$ cat src/rtl/ecc_sed_encoder_pipe.sv
// Single-error-detect encoder: appends a parity MSB and buffers codewords in a 2-entry skid FIFO.
// Optional error injection is enabled with the ECC_SED_ERR_INJ_EN macro.
module ecc_sed_encoder_pipe #(
  parameter int unsigned DATA_WIDTH = 12,
  parameter int unsigned PARITY_ODD = 0,
  parameter int unsigned CNT_WIDTH  = 16
) (
  input  logic                          clk,
  input  logic                          rst,
  input  logic                          data_valid,
  output logic                          data_ready,
  input  logic [DATA_WIDTH-1:0]         data,
`ifdef ECC_SED_ERR_INJ_EN
  input  logic                          inj_req,
  input  logic [$clog2(DATA_WIDTH+1)-1:0] inj_pos,
`endif
  output logic                          enc_valid,
  input  logic                          enc_ready,
  output logic [DATA_WIDTH:0]           enc_codeword,
  output logic [CNT_WIDTH-1:0]          enc_count
);

  localparam int unsigned CwWidth = DATA_WIDTH + 1;

  logic [CwWidth-1:0]   mem_q [2];
  logic                 rd_ptr_q, wr_ptr_q;
  logic [1:0]           occ_q;
  logic [CNT_WIDTH-1:0] cnt_q;

  logic                 push, pop, parity;
  logic [CwWidth-1:0]   flip_mask, cw_new;

  // Ready depends only on reset and occupancy, never on the handshake inputs.
  assign data_ready   = rst && (occ_q != 2'd2);
  assign enc_valid    = (occ_q != 2'd0);
  assign enc_codeword = mem_q[rd_ptr_q];
  assign enc_count    = cnt_q;

  assign push = data_valid && data_ready;
  assign pop  = enc_valid && enc_ready;

  always_comb begin
    parity = (PARITY_ODD != 0) ? ~^data : ^data;
    flip_mask = '0;
`ifdef ECC_SED_ERR_INJ_EN
    // Out-of-range positions match no bit, so they leave the word unaltered.
    for (int i = 0; i < int'(CwWidth); i++) begin
      if (inj_req && (int'(inj_pos) == i)) flip_mask[i] = 1'b1;
    end
`endif
    cw_new = {parity, data} ^ flip_mask;
  end

  always_ff @(posedge clk or negedge rst) begin
    if (!rst) begin
      mem_q[0] <= '0;
      mem_q[1] <= '0;
      rd_ptr_q <= 1'b0;
      wr_ptr_q <= 1'b0;
      occ_q    <= 2'd0;
      cnt_q    <= '0;
    end else begin
      if (push) begin
        mem_q[wr_ptr_q] <= cw_new;
        wr_ptr_q        <= ~wr_ptr_q;
        if (cnt_q != {CNT_WIDTH{1'b1}}) cnt_q <= cnt_q + CNT_WIDTH'(1);
      end
      if (pop) rd_ptr_q <= ~rd_ptr_q;
      case ({push, pop})
        2'b10:   occ_q <= occ_q + 2'd1;
        2'b01:   occ_q <= occ_q - 2'd1;
        default: occ_q <= occ_q;
      endcase
    end
  end

endmodule

$ cat config.mk
export PLATFORM = sky130hd
export DESIGN_NAME = ecc_sed_encoder_pipe
export DESIGN_NICKNAME = d
export VERILOG_FILES = /design/src/rtl/ecc_sed_encoder_pipe.sv
export SDC_FILE = /design/constraint.sdc
export NUM_CORES = 1
export LEC_CHECK = 0
export CAP_MARGIN = 5
export CORE_ASPECT_RATIO = 1.5
export CORE_UTILIZATION = 50
export DETAILED_ROUTE_END_ITERATION = 10
export HOLD_SLACK_MARGIN = 0.12
export PLACE_DENSITY = 0.8
export SLEW_MARGIN = 5
export SYNTH_ARGS = -nofsm -noshare
export SYNTH_HDL_FRONTEND = slang
export SYNTH_SLANG_ARGS = --single-unit
export TNS_END_PERCENT = 100
$ cat constraint.sdc
create_clock -name clk -period 3.7 [get_ports clk]
set_input_delay 0.555 -clock clk [delete_from_list [all_inputs] [get_ports clk]]
set_output_delay 0.555 -clock clk [all_outputs]
set_load 0.02 [all_outputs]
==> results of run 1 <==
[cell type report]
| cell class | instances | area share [%] |
|---|---|---|
| multi-input cells | 117 | 37.2 |
| clock inverters | 2 | 1.30 |
| inverters | 2 | 0.261 |
| clock buffers | 6 | 2.52 |
| well taps | 46 | 2.00 |
| flip-flops and latches | 46 | 40.0 |
| repair buffers | 49 | 16.7 |
[layer usage]
layer | global-route usage, % | up-vias | part of all wire, %
met2 | 37.1 | 59 | 52
met1 | 25.3 | 777 | 40
li1 | - | 709 | -
met5 | 0 | - | 0
met4 | 10.4 | 0 | 2.6
met3 | 4.31 | 11 | 5.3
[critical path: stages]
cell and delay, ps:
dlygate4sd3_1 540, buf_2 240, and2_2 200, clkdlybuf4s50_1 600
[what timing repair did]
item	CTS	global route
hold buffers	1	0
gates resized for setup	0	0
buffers inserted	0	0
hold endpoints to repair	5	0
[power by group]
group	internal, mW	total, mW	switching (mW)
sequential	0.703	0.884	0.180
clock	0.202	0.368	0.166
combinational	0.615	1.06	0.450
[final timing paths]
check,start,to,slack (ps)
max,rst,data_ready,1000
min in group asynchronous,rst,enc_count[0],670
min,mem_q[25],mem_q[25],510
min reg2reg,mem_q[25],mem_q[25],510
max in group asynchronous,rst,enc_count[11],2270
max reg2reg,enc_count[0],enc_count[1],1730
[logic make-up after synthesis]
kind of cell	share of synthesized area [%]
fa+ha+maj	1.10
simple gates	11.2
buf+inv	2.31
xor+xnor	11.4
flops	50.6
mux	21.3
compound gates	2.20
[layout by cell type, fill, tap and decap left out, types with 2 or more instances in the layout]
cell	n
xor2_1	15
a211oi_1	3
inv_1	2
o31ai_1	2
nand2_1	5
dfrtp_1	46
clkbuf_8	5
nand4_1	5
and2_1	3
mux2_4	9
nor4_1	6
nor3_1	3
xnor2_1	12
ha_1	2
clkdlybuf4s50_1	45
mux2_2	31
buf_4	2
nand3_1	8
[registers in the layout (all words and copies together) (netlist names)]
| name | count |
|---|---|
| mem_q | 26 |
| enc_count | 16 |
| occ_q | 2 |
| rd_ptr_q | 1 |
| wr_ptr_q | 1 |
==> impl_metrics.json, run 1 <==
{
  "dr.pass1.iters": 9,
  "cts_root_buffer": "clkbuf_8",
  "cts_max_level": 2,
  "finalPower_mw": 2.32,
  "grt_max_degree": 42,
  "p_leak_nw": 1.27,
  "tns_ps": 0,
  "ys_types": 32,
  "synth_top_area_share_pct": 50.6,
  "worstSetupPathType": "input port to output pin",
  "multi_input_area_sq_um": 1070,
  "grt_pass1_vias": 1657,
  "crit_path_start_kind": "input port",
  "ys_seq_area_share_pct": 50.6,
  "rsz0062_at_grt": "false",
  "hold_class": "flip-flop to flip-flop",
  "placed_cell_area_sq_um": 2760,
  "status": "finished with violations",
  "drt_iter0_markers": 63,
  "final_cells": 268,
  "syn_inst": 170,
  "reg2reg_depth": 6,
  "clk_latency_ps": 300,
  "dp_slack_ps": 1300,
  "start_util_pct": 53.2,
  "syn-cell-area_sq_um": 2280,
  "grt_use_total_pct": 21.6,
  "routedWlPerCell_microns": 17.6,
  "ys.flop_type": "dfrtp_1",
  "overflow": 0,
  "cts_made_buffers": 5,
  "fp.dieW_microns": 57.1,
  "synth_top_area_cell": "dfrtp_1",
  "max_freq_ghz": 0.370,
  "netlist_top_cells_count": "dfrtp_1 (46), mux2_2 (31), xor2_1 (15), xnor2_1 (12), mux2_4 (9)",
  "nFillCells": 342,
  "routed_wl_microns": 4710,
  "hold_ws_ps": 505,
  "postSynthRegisterBits": 46,
  "slew_viol_final": 0,
  "max-cap-violations": 0,
  "clock_sinks": 46,
  "critPathMaxFanout": 10,
  "portBuffers": 46,
  "clk_pin_slew_ps": 80,
  "fp.coreArea_sq_um": 4280,
  "avgSynthCellArea_sq_um": 13.4,
  "postRouteAntennaNets": 0,
  "final_hold_viol_count": 0,
  "setup_violations": 0,
  "finish.utilization_pct": 67.2,
  "via_count": 1556,
  "diodes": 0,
  "required_ps": 3140,
  "synthTopCellsByArea": "dfrtp_1 (51%), mux2_2 (15%), mux2_4 (5.9%)",
  "cellPowerDensity_nw_per_um2": 804,
  "max-vdd-ir-drop_uv": 419,
  "die-area_sq_um": 4830,
  "globalplace.congestion": 0.789,
  "post_drt_via_cell_ratio": 5.81,
  "end_kind": "output pin",
  "max-slew-margin-rel_pct": 49.7,
  "antenna_found_initial": 0,
  "syn_nets": 188,
  "layout.nets": 239,
  "syn_to_final_growth_pct": 26.5,
  "tightest_slew_ps": 754,
  "hpwl_microns": 3380,
  "synth_edf_count": 0,
  "dieHeight_microns": 84.6,
  "regArea_sq_um": 1150,
  "post-route-period-util_pct": 73.0,
  "hold_depth": 1,
  "clock_path_buffers": 2,
  "final_layout_size_suffix_gt1_share_pct": 25.2,
  "clock_skew_ps": 9.64,
  "rows": 29,
  "worstPathArrival_ps": 2150,
  "yosysWarnings": 0,
  "top_level_ports": 47,
  "fin_area_sq_um": 2880,
  "violations": "design-rule violations",
  "synth.most_common_cell": "dfrtp_1",
  "grt_pass1_wl_microns": 7960,
  "setup_ws_ps": 1000,
  "drc": 8,
  "period_needed_ps": 2700,
  "cts_tree": "built",
  "ys_async_sr_fraction_pct": 100,
  "dp_cells": 259
}
Note: power is estimated with default switching activity, not from simulation.
==> run 2, diff against run 1 <==
==> constraint.sdc (replaced) <==
create_clock -name clk -period 2.5 [get_ports clk]
set_input_delay 0.375 -clock clk [delete_from_list [all_inputs] [get_ports clk]]
set_output_delay 0.375 -clock clk [all_outputs]
set_load 0.02 [all_outputs]
==> run 2 against run 1 <==
  * The run still ends with design-rule violations left
  * Clock power grew 26%
  * Non-clock buffer count is the same
  * Worst setup slack lost 900 ps
  * Register-to-register slack lost 1100 ps
  * Worst hold slack lost 14 ps
  * First-iteration DRC count grew 19%
  * Critical endpoint is now enc_codeword[11]
==> impl_metrics.json, run 2 (synthesis gave the netlist of run 1 again) <==
{
  "status": "finished with violations",
  "violations": "design-rule violations",
  "finalPower_mw": 3.33,
  "fin_area_sq_um": 2860,
  "layout.nets": 239,
  "routedWlPerCell_microns": 16.8,
  "routed_wl_microns": 4510,
  "critPathMaxFanout": 14,
  "grt_pass1_wl_microns": 7850,
  "antenna_found_initial": 0,
  "cts_root_buffer": "clkbuf_8",
  "cp_top_family": "flip-flops",
  "grt_use_met2_pct": 37.0,
  "rr_startpoint": "occ_q[0]",
  "met1_usage_pct": 25.4,
  "portBuffers": 46,
  "r2r_end": "mem_q[0]",
  "cp_slowest_cell": "dfrtp_1",
  "diodes": 0,
  "slew_viol_final": 0,
  "top_level_ports": 47,
  "grt_pass1_vias": 1637,
  "final_hold_viol_count": 0,
  "largest_register": "mem_q",
  "syn_to_final_growth_pct": 25.7,
  "hold_class": "input port to asynchronous set/reset pin",
  "crit_buf_inv": 1,
  "hpwl_microns": 3190,
  "placed_cell_area_sq_um": 2760,
  "max-vdd-ir-drop_uv": 697,
  "tns_ps": 0,
  "cts_max_level": 2,
  "busiest_layer": "met2",
  "fp.coreArea_sq_um": 4280,
  "ff2ff_setup_slack_ps": 630,
  "crit_chain": "mux2_2 -> clkdlybuf4s50_1",
  "cts_made_buffers": 5,
  "reg2reg_depth": 4,
  "final_common_cell": "dfrtp_1",
  "nFillCells": 334,
  "grt_use_total_pct": 21.0,
  "postRouteAntennaNets": 0,
  "setup_ws_ps": 104,
  "final_cell_mix": "dfrtp_1 (46), clkdlybuf4s50_1 (45), mux2_2 (31)",
  "max_stage_delay_ps": 750,
  "clock_sinks": 46,
  "fp.dieW_microns": 57.1,
  "clock_skew_ps": 9.09,
  "rsz0062_at_grt": "false",
  "drt_iter0_markers": 75,
  "clock_path_buffers": 2,
  "dp_slack_ps": 303,
  "crit_path_start_kind": "flip-flop",
  "via_count": 1520,
  "drc": 8,
  "start_util_pct": 53.2,
  "max-slew-margin-rel_pct": 50.4,
  "cellPowerDensity_nw_per_um2": 1160,
  "period_needed_ps": 2400,
  "setup_violations": 0,
  "end_kind": "output pin",
  "rows": 29,
  "clk_latency_ps": 300,
  "clk_pin_slew_ps": 90,
  "final_layout_size_suffix_gt1_share_pct": 25.7,
  "p_leak_nw": 1.26,
  "post-route-period-util_pct": 95.8,
  "grt_max_degree": 41,
  "worstSetupPathType": "flip-flop to output pin",
  "required_ps": 2120,
  "max-cap-violations": 0,
  "die-area_sq_um": 4830,
  "worstPathArrival_ps": 2020,
  "globalplace.congestion": 0.830,
  "dr.pass1.iters": 7,
  "grt_util_met3_pct": 4.47,
  "overflow": 0,
  "largest_reg_flops": 26,
  "max_freq_ghz": 0.417,
  "tightest_slew_ps": 745,
  "post_drt_via_cell_ratio": 5.67,
  "cts_tree": "built",
  "dieHeight_microns": 84.6
}
## run 2: where the power goes
group          switching, mW  total, mW  internal [mW]
registers              0.251       1.29           1.04
clock network          0.264      0.464          0.200
logic                  0.665       1.58          0.911
## run 2: how the worst max path moves through the flow
stage	startpoint	endpoint	slack, ps	cells past startpoint
6_report	rd_ptr_q	enc_codeword[11]	100	2
2_1_floorplan	occ_q[0]	mem_q[10]	850	5
3_3_place_gp	data_valid	mem_q[15]	360	4
5_1_grt	rd_ptr_q	enc_codeword[11]	40	2
3_5_place_dp	data_valid	mem_q[15]	300	4
4_1_cts	rd_ptr_q	enc_codeword[11]	80	2
## run 2: layout make-up
cell class                      instances  area, sq um  area share, %
Clock buffer                            5         68.8           2.40
Multi-Input combinational cell        117         1070           37.5
Tap cell                               46         57.6           2.01
Inverter                                2         7.51          0.262
Sequential cell                        46         1150           40.2
Clock inverter                          3         23.8          0.831
Timing Repair Buffer                   49          480           16.8
## run 2: through the flow
step | utilization, % | instances | hold WS (ps)
floorplan | - | 170 | 79.4
finish | 66.8 | 268 | 492
global placement | 64.4 | 259 | 247
detailed placement | 64.4 | 259 | 254
CTS | 66.8 | 268 | 476
global route | 66.8 | 268 | 504
## run 2: timing repair
action / in CTS / in global routing
endpoints found under the hold margin: 6 / 0
hold buffers: 1 / 0
setup buffers: 0 / 0
resized for setup: 0 / 0
## run 2: metal layers
metal / routed length (microns) / vias up / share of wire, %
met1: 1840 / 754 / 41
met3: 225 / 6 / 5.0
li1: - / 714 / -
met2: 2390 / 46 / 53
met5: 0 / - / 0
met4: 55 / 0 / 1.2
==> run 3, diff against run 2 <==
--- a/config.mk
+++ b/config.mk
@@ -11,6 +11,7 @@
 export DETAILED_ROUTE_END_ITERATION = 10
 export HOLD_SLACK_MARGIN = 0.12
 export PLACE_DENSITY = 0.8
+export RECOVER_POWER = 25
 export SLEW_MARGIN = 5
 export SYNTH_ARGS = -nofsm -noshare
 export SYNTH_HDL_FRONTEND = slang
==> run 3 against run 2 <==
  * The run still ends with design-rule violations left
  * Worst setup slack lost 8.1 ps
  * Register-to-register slack hardly changed
  * Global-route usage is the same
==> impl_metrics.json, run 3 (synthesis gave the netlist of run 1 again) <==
{
  "final_common_cell": "dfrtp_1",
  "regArea_sq_um": 1150,
  "setup_violations": 0,
  "dr.pass1.iters": 8,
  "finish.utilization_pct": 66.8,
  "syn_to_final_growth_pct": 25.6,
  "crit_chain": "mux2_2 -> clkdlybuf4s50_1",
  "largest_register": "mem_q",
  "slew_viol_final": 0,
  "drt_iter0_markers": 75,
  "multi_input_area_sq_um": 1070,
  "fp.coreArea_sq_um": 4280,
  "violations": "design-rule violations",
  "end_kind": "output pin",
  "final_layout_size_suffix_gt1_share_pct": 25.7,
  "diodes": 0,
  "globalplace.congestion": 0.830,
  "status": "finished with violations",
  "placed_cell_area_sq_um": 2760,
  "max_freq_ghz": 0.416,
  "post_drt_via_cell_ratio": 5.69,
  "dieHeight_microns": 84.6,
  "hold_class": "input port to asynchronous set/reset pin",
  "worstSetupPathType": "flip-flop to output pin",
  "final_hold_viol_count": 0,
  "cts_tree": "built",
  "grt_pass1_vias": 1637,
  "nFillCells": 335,
  "worstPathArrival_ps": 2030,
  "largest_reg_flops": 26,
  "max-cap-violations": 0,
  "fin_area_sq_um": 2860,
  "die-area_sq_um": 4830,
  "tns_ps": 0,
  "clock_path_buffers": 2,
  "tightest_slew_ps": 976,
  "clk_pin_slew_ps": 90,
  "clock_sinks": 46,
  "routed_wl_microns": 4510,
  "cp_top_family": "flip-flops",
  "cellPowerDensity_nw_per_um2": 1170,
  "critPathMaxFanout": 14,
  "grt_max_degree": 41,
  "cp_slowest_cell": "dfrtp_1",
  "fp.dieW_microns": 57.1,
  "top_level_ports": 47,
  "rsz0062_at_grt": "false",
  "overflow": 0,
  "antenna_found_initial": 0,
  "hold_ws_ps": 489,
  "p_leak_nw": 1.26,
  "max-vdd-ir-drop_uv": 696,
  "required_ps": 2120,
  "rows": 29,
  "clk_latency_ps": 300,
  "cts_max_level": 2,
  "crit_buf_inv": 1,
  "via_count": 1525,
  "clock_skew_ps": 11.1,
  "max_stage_delay_ps": 760,
  "cts_root_buffer": "clkbuf_8",
  "drc": 8,
  "grt_pass1_wl_microns": 7850,
  "post-route-period-util_pct": 96.2,
  "layout.nets": 239,
  "cts_made_buffers": 5,
  "grt_use_total_pct": 21.0,
  "max-slew-margin-rel_pct": 34.9,
  "hpwl_microns": 3190,
  "portBuffers": 46,
  "period_needed_ps": 2400,
  "crit_path_start_kind": "flip-flop",
  "final_cell_mix": "dfrtp_1 (46), clkdlybuf4s50_1 (45), mux2_2 (31)",
  "postRouteAntennaNets": 0,
  "start_util_pct": 53.2,
  "routedWlPerCell_microns": 16.8
}
[run 3: layout make-up]
cell class | count | share of cell area [%]
Sequential cell | 46 | 40.3
Timing Repair Buffer | 49 | 16.7
Inverter | 2 | 0.263
Tap cell | 46 | 2.01
Clock inverter | 3 | 0.832
Clock buffer | 5 | 2.41
Multi-Input combinational cell | 117 | 37.5
[run 3: repair_timing]
item / 4_1_cts / 5_1_grt
buffers inserted: 0 / 0
hold buffers: 1 / 0
hold endpoints to repair: 6 / 0
resized for setup: 0 / 0
[run 3: worst reg2reg max path: cells and delay by family, from the launching register on]
kind | cells | cell delay [ps]
flip-flops | 1 | 420
multiplexers | 1 | 490
AND/OR/NAND/NOR | 3 | 840
[run 3: per-layer routing]
metal | track usage [%] | part of all wire (%) | vias up | wire length, microns
met5 | 0 | 0 | - | 0
met4 | 6.43 | 1.2 | 0 | 55
met3 | 4.47 | 5.1 | 6 | 231
met2 | 37.0 | 53 | 49 | 2370
met1 | 25.4 | 41 | 757 | 1850
li1 | - | - | 713 | -
[run 3: power breakdown]
| part | total [mW] | switching, mW | internal (mW) |
|---|---|---|---|
| logic | 1.57 | 0.665 | 0.910 |
| clock network | 0.468 | 0.268 | 0.200 |
| registers | 1.29 | 0.251 | 1.04 |
[run 3: per-stage QoR]
step | worst slack [ps] | instances | total power, mW
floorplan | 854 | 170 | 2.27
global placement | 363 | 259 | 2.82
detailed placement | 303 | 259 | 2.89
CTS | 81.3 | 268 | 3.37
global route | 36.2 | 268 | 3.54
finish | 95.8 | 268 | 3.33
[run 3: path summary, 6_finish.rpt]
check / from / slack (ps) / endpoint / depth (start not counted)
max in group asynchronous: rst / 800 / wr_ptr_q / 3
min in group clk: wr_ptr_q / 500 / wr_ptr_q / 2
worst max-delay path: rd_ptr_q / 100 / enc_codeword[11] / 2
worst min register to register: wr_ptr_q / 500 / wr_ptr_q / 2
worst max register to register: occ_q[0] / 630 / mem_q[0] / 4
worst min-delay path: rst / 490 / enc_count[5] / 2
